**src/rtl/cfu_crc_unit.sv**
```systemverilog
`default_nettype none
// ============================================================================
// Module      : cfu_crc_unit
// Description : CFU-side CRC-32 accelerator behind the CFU request mux.
//               It keeps NUM_STATES independent CRC-32 accumulators that use
//               the reflected polynomial 0xEDB88320. Bytes are processed one
//               bit per clock. The unit accepts one request at a time and
//               holds each response until the consumer accepts it.
// Ports       : clk, rst                  clock, async active-high reset
//               req_valid / req_ready     request handshake
//               req_state                 accumulator index
//               req_func                  0 INIT, 1 UPDATE, 2 READ, 3 FINAL
//               req_data0 / req_data1     operand / byte count (data1[2:0])
//               req_id                    request tag
//               resp_valid / resp_ready   response handshake
//               resp_status               0 OK, 1 bad func, 2 bad byte count
//               resp_data / resp_id       result and echoed tag
// Revision    : 1.0 - initial release
// ============================================================================
module cfu_crc_unit #(
    parameter int NUM_STATES = 4,
    parameter int STATE_W    = 2,
    parameter int ID_W       = 3,
    parameter int FUNC_W     = 3
) (
    input  logic              clk,
    input  logic              rst,
    input  logic              req_valid,
    output logic              req_ready,
    input  logic [STATE_W-1:0] req_state,
    input  logic [FUNC_W-1:0] req_func,
    input  logic [31:0]       req_data0,
    input  logic [31:0]       req_data1,
    input  logic [ID_W-1:0]   req_id,
    output logic              resp_valid,
    input  logic              resp_ready,
    output logic [2:0]        resp_status,
    output logic [31:0]       resp_data,
    output logic [ID_W-1:0]   resp_id
);

    localparam int          IDX_W     = (NUM_STATES > 1) ? $clog2(NUM_STATES) : 1;
    localparam logic [31:0] C_POLY    = 32'hEDB8_8320;
    localparam logic [2:0]  C_ST_OK   = 3'd0;
    localparam logic [2:0]  C_ST_FUNC = 3'd1;
    localparam logic [2:0]  C_ST_CNT  = 3'd2;

    typedef enum logic [1:0] {
        ST_IDLE  = 2'd0,
        ST_SHIFT = 2'd1,
        ST_RESP  = 2'd2
    } state_t;

    state_t              r_state;
    logic                r_req_ready;
    logic                r_resp_valid;
    logic [2:0]          r_resp_status;
    logic [31:0]         r_resp_data;
    logic [ID_W-1:0]     r_resp_id;
    logic [31:0]         r_acc [NUM_STATES];
    logic [IDX_W-1:0]    r_idx;
    logic [31:0]         r_shift;
    logic [4:0]          r_bit_cnt;
    logic [4:0]          r_last_bit;

    logic                w_accept;
    logic [IDX_W-1:0]    w_req_idx;
    logic [2:0]          w_count;
    logic                w_count_ok;
    logic [31:0]         w_cur_acc;
    logic [31:0]         w_c;
    logic [31:0]         w_next_acc;
    logic                w_unused_bits;

    assign w_accept   = req_valid & r_req_ready;
    // Index is truncated to the accumulator address width; a single-context
    // build always addresses entry 0.
    assign w_req_idx  = (NUM_STATES > 1) ? req_state[IDX_W-1:0] : '0;
    assign w_count    = req_data1[2:0];
    assign w_count_ok = (w_count != 3'd0) && (w_count <= 3'd4);

    // One bit of the reflected CRC-32 per SHIFT cycle, LSB first.
    assign w_cur_acc  = r_acc[r_idx];
    assign w_c        = w_cur_acc ^ {31'd0, r_shift[0]};
    assign w_next_acc = (w_cur_acc >> 1) ^ (w_c[0] ? C_POLY : 32'd0);

    // Only the byte count field of data1 and the low index bits matter.
    assign w_unused_bits = ^{req_data1[31:3], req_state};

    always_ff @(posedge clk or posedge rst) begin
        if (rst) begin
            r_state       <= ST_IDLE;
            r_req_ready   <= 1'b1;
            r_resp_valid  <= 1'b0;
            r_resp_status <= C_ST_OK;
            r_resp_data   <= 32'd0;
            r_resp_id     <= '0;
            r_idx         <= '0;
            r_shift       <= 32'd0;
            r_bit_cnt     <= 5'd0;
            r_last_bit    <= 5'd0;
            for (int i = 0; i < NUM_STATES; i++) begin
                r_acc[i] <= 32'hFFFF_FFFF;
            end
        end else begin
            case (r_state)
                ST_IDLE: begin
                    if (w_accept) begin
                        r_req_ready <= 1'b0;
                        r_resp_id   <= req_id;
                        r_idx       <= w_req_idx;
                        case (req_func)
                            FUNC_W'(0): begin
                                r_acc[w_req_idx] <= req_data0;
                                r_resp_data      <= req_data0;
                                r_resp_status    <= C_ST_OK;
                                r_resp_valid     <= 1'b1;
                                r_state          <= ST_RESP;
                            end
                            FUNC_W'(1): begin
                                if (w_count_ok) begin
                                    r_shift    <= req_data0;
                                    r_bit_cnt  <= 5'd0;
                                    // Last bit index = 8*n - 1 for n in 1..4.
                                    r_last_bit <= {w_count[1:0] - 2'd1, 3'b111};
                                    r_state    <= ST_SHIFT;
                                end else begin
                                    r_resp_data   <= r_acc[w_req_idx];
                                    r_resp_status <= C_ST_CNT;
                                    r_resp_valid  <= 1'b1;
                                    r_state       <= ST_RESP;
                                end
                            end
                            FUNC_W'(2): begin
                                r_resp_data   <= r_acc[w_req_idx];
                                r_resp_status <= C_ST_OK;
                                r_resp_valid  <= 1'b1;
                                r_state       <= ST_RESP;
                            end
                            FUNC_W'(3): begin
                                r_resp_data   <= ~r_acc[w_req_idx];
                                r_resp_status <= C_ST_OK;
                                r_resp_valid  <= 1'b1;
                                r_state       <= ST_RESP;
                            end
                            default: begin
                                r_resp_data   <= 32'd0;
                                r_resp_status <= C_ST_FUNC;
                                r_resp_valid  <= 1'b1;
                                r_state       <= ST_RESP;
                            end
                        endcase
                    end
                end
                ST_SHIFT: begin
                    r_acc[r_idx] <= w_next_acc;
                    r_shift      <= r_shift >> 1;
                    r_bit_cnt    <= r_bit_cnt + 5'd1;
                    if (r_bit_cnt == r_last_bit) begin
                        r_resp_data   <= w_next_acc;
                        r_resp_status <= C_ST_OK;
                        r_resp_valid  <= 1'b1;
                        r_state       <= ST_RESP;
                    end
                end
                ST_RESP: begin
                    if (resp_ready) begin
                        r_resp_valid <= 1'b0;
                        r_req_ready  <= 1'b1;
                        r_state      <= ST_IDLE;
                    end
                end
                default: begin
                    r_state      <= ST_IDLE;
                    r_req_ready  <= 1'b1;
                    r_resp_valid <= 1'b0;
                end
            endcase
        end
    end

    assign req_ready   = r_req_ready;
    assign resp_valid  = r_resp_valid;
    assign resp_status = r_resp_status;
    assign resp_data   = r_resp_data;
    assign resp_id     = r_resp_id;

endmodule
`default_nettype wire

```
**config.mk**
```make
export PLATFORM = sky130hd
export DESIGN_NAME = cfu_crc_unit
export DESIGN_NICKNAME = d
export VERILOG_FILES = /design/src/rtl/cfu_crc_unit.sv
export SDC_FILE = /design/constraint.sdc
export NUM_CORES = 1
export LEC_CHECK = 0
export ABC_AREA = 1
export CAP_MARGIN = 40
export CORE_MARGIN = 10
export CORE_UTILIZATION = 60
export DETAILED_ROUTE_END_ITERATION = 10
export PLACE_DENSITY_LB_ADDON = 0.1
export SYNTH_ARGS = -nofsm -noshare
export SYNTH_HDL_FRONTEND = slang
export SYNTH_SLANG_ARGS = --single-unit
```
**constraint.sdc**
```tcl
create_clock -name clk -period 12.2 [get_ports clk]
set_input_delay 2.44 -clock clk [delete_from_list [all_inputs] [get_ports clk]]
set_output_delay 2.44 -clock clk [all_outputs]
set_load 0.01 [all_outputs]
```
==> flow_summary.yaml <==
outcome:
  status: "completed"
pwr:
  ir_worst_vdd_v: 0.000138
  power.leakage_uw: 0.00668
  cellPowerDensity_mw_per_mm2: 240
sta:
  rsz0062_at_grt: "no"
  fin_worst_skew_ns: 0.0229
  fin_crit_sh_pct: 46.4
  fmax_mhz: 177
  hold_viol: 0
  post-route-min-period_ns: 5.66
  drv_slew: 0
  final.setup.tns_ns: 0
  worstMarginPinSlew_ns: 0.958
  setup_viol: 0
  final.setup.worst_slack_ns: 6.54
  maxSlewHeadroom_pct: 36.0
synthesis:
  ys_seq_area_share_pct: 41.0
  yosys.area.top_type: "dfstp_2"
  syn_area_mm2: 0.0133
  ys_ff_latch: 211
  synth_top_area_share_pct: 25.5
  ys_types: 42
  syn_nets: 2030
  synth.area.top_cells: "dfstp_2 (26%), nand2_1 (17%), dfrtp_1 (15%)"
  ys_warn_count: 0
  postSynthCellCount: 1952
  synth_area_per_cell_um2: 6.80
setup_path:
  crit_path_start_kind: "input port"
  crit_type: "input port to flop"
  critical_path_required_ns: 12.64
  r2r.worst_path.cells: 9
  critPathArrivalTime_ns: 6.10
  crit_fanout: 34
  end_kind: "flop"
clocking:
  cts_buffer_depth: 3
  cts-resized-gates: 0
  htreeDepth: 1
  hold_buffers: 0
  clockRootBuffer: "clkbuf_16"
  cts_tree: "built"
  post_cts_buffers: 0
  worstSkewPairLatency_ns: 0.54
  clock-sinks: 211
  cts_buffers: 24
  cts.clk_slew.worst_paths_ns: 0.06
routing:
  firstDrtPassIters: 6
  drc: 0
  first_iter_violations: 2004
  wl_met3_mm: 7.23
  wl_met2_mm: 20.6
  antenna_left: 0
  wl_per_cell_um: 21.3
  via_per_inst: 6.24
  drt_wl_total_mm: 48.4
  vias: 14200
  wl_met1_mm: 18.4
  highest_layer: "met4"
run:
  max_cap_violations: 0
global_routing:
  grt_pass1_wl_mm: 75.8
  grt_max_degree: 99
  overflow: 0
  antenna_found_initial: 0
  grt_pass1_vias: 13700
  grt_usage_pct: 33.2
floorplanning:
  die_h_um: 169
  fp.dieArea_mm2: 0.0285
  io-pin-count: 116
  core_area_mm2: 0.0218
  placement_rows: 54
  initial_core_util_pct: 60.8
  die_x_um: 169
final_layout:
  num-fill-cells: 1909
  area_growth_pct: 12.8
  diodes: 0
  drive_above_1_share_pct: 12.3
  fin_nets: 2054
min_path:
  holdPathStages: 2
  min_path_type: "flop to flop"
place:
  io_buffers: 85
  pre_cts_slack_ns: 6.24
  gp_congestion: 1.01
  dp_hpwl_mm: 29.6
placed cells by master, fill, tap and decap left out, types with 2 or more instances in the layout:
cell type,n
nand2_1,611
nor2_1,237
a21oi_1,176
nand3_1,149
inv_1,146
dfstp_2,129
o21ai_0,119
clkdlybuf4s50_1,84
dfrtp_1,82
o22ai_1,54
clkbuf_16,25
buf_4,25
o21ai_1,20
a32oi_1,15
nand2_2,12
o21a_1,12
inv_2,11
nand3b_1,10
clkbuf_1,10
nand3_2,8
nor2_2,6
nor2_4,6
a22oi_1,6
clkbuf_8,5
xor2_1,3
o21ai_2,3
clkinv_1,3
inv_4,2
nand4_1,2
a31oi_1,2
ha_1,2
bufinv_16,2
clkinv_2,2
state kept, by name (all words and copies together), names as in the netlist:
name / flops
r_acc: 128
r_bit_cnt: 5
r_idx: 2
r_last_bit: 3
r_shift: 32
r_state: 2
req_ready: 1
resp_data: 32
resp_id: 3
resp_status: 2
resp_valid: 1
area by class of cell:
class	instances	area [um2]	area share, %
multi-input cells	1463	6650	44.5
flip-flops and latches	211	5440	36.4
repair buffers	113	1090	7.30
clock buffers	40	732	4.89
inverters	163	624	4.17
well taps	280	350	2.34
clock inverters	4	70.1	0.468
where the power goes:
part	total, uW	leakage (uW)	switching [uW]	internal [uW]
logic	1520	0.00397	1010	506
clock network	754	0.000392	306	449
registers	1320	0.00232	213	1100
total	3590	0.00668	1530	2060
per-layer routing:
metal / up-vias / global-route usage, %
li1: 6390 / -
met3: 197 / 10.6
met2: 1063 / 49.7
met5: - / 0
met4: 0 / 14.2
met1: 6532 / 43.2
cells by family (layout without fill, tap and decap cells):
| logic type | count (synthesis) | after routing | synth area share [%] |
|---|---|---|---|
| AOI/OAI and AO/OA | 410 | 410 | 17.0 |
| xor gates and xnor gates | 4 | 4 | 0.264 |
| adders and majority gates | 2 | 2 | 0.189 |
| buffers and inverters | 278 | 320 | 8.96 |
| DFF | 211 | 211 | 41.0 |
| other | 1 | 1 | 0.0283 |
| and+or+nand+nor | 1046 | 1046 | 32.6 |
per-stage QoR:
stage | utilization [%] | std cells | hold slack (ns) | cell area [um2] | power [uW]
floorplan | - | 1952 | 0.442 | 13300 | 2260
global placement | 64.6 | 2227 | 0.454 | 14100 | 2720
detailed placement | 64.9 | 2230 | 0.459 | 14200 | 2780
CTS | 68.6 | 2274 | 0.474 | 15000 | 3530
global route | 68.6 | 2274 | 0.495 | 15000 | 3790
finish | 68.6 | 2274 | 0.468 | 15000 | 3590
final timing paths:
path	startpoint	end	slack, ns
hold reg to reg	r_shift[30]	r_shift[30]	0.47
min in group asynchronous	rst	resp_data[9]	2.46
hold / removal	r_shift[30]	r_shift[30]	0.47
max in group asynchronous	rst	r_shift[29]	8.47
setup reg to reg	r_state[1]	r_acc[111]	8.43
setup / recovery	req_state[1]	r_acc[71]	6.54
cells in the mapped netlist (all sizes together):
cell type / n
a21oi: 177
a22oi: 6
a31oi: 2
a32oi: 15
and2: 1
buf: 81
clkbuf: 34
clkinv: 3
conb: 1
dfrtp: 82
dfstp: 129
ha: 2
inv: 160
nand2: 623
nand3: 157
nand3b: 10
nand4: 2
nor2: 250
nor3: 2
o21a: 12
o21ai: 143
o22ai: 54
o31ai: 1
or2: 1
xnor2: 1
xor2: 3
critical path, cell delays in order:
cell             delay (ns)
clkdlybuf4s50_1        0.39
buf_4                  0.32
inv_4                  0.37
nand2_2                0.44
nor2_1                 0.86
buf_4                  0.33
o21ai_2                0.08
inv_2                  0.53
nand2_1                0.15
o21ai_0                0.12
(Power assumes the default switching activity.)
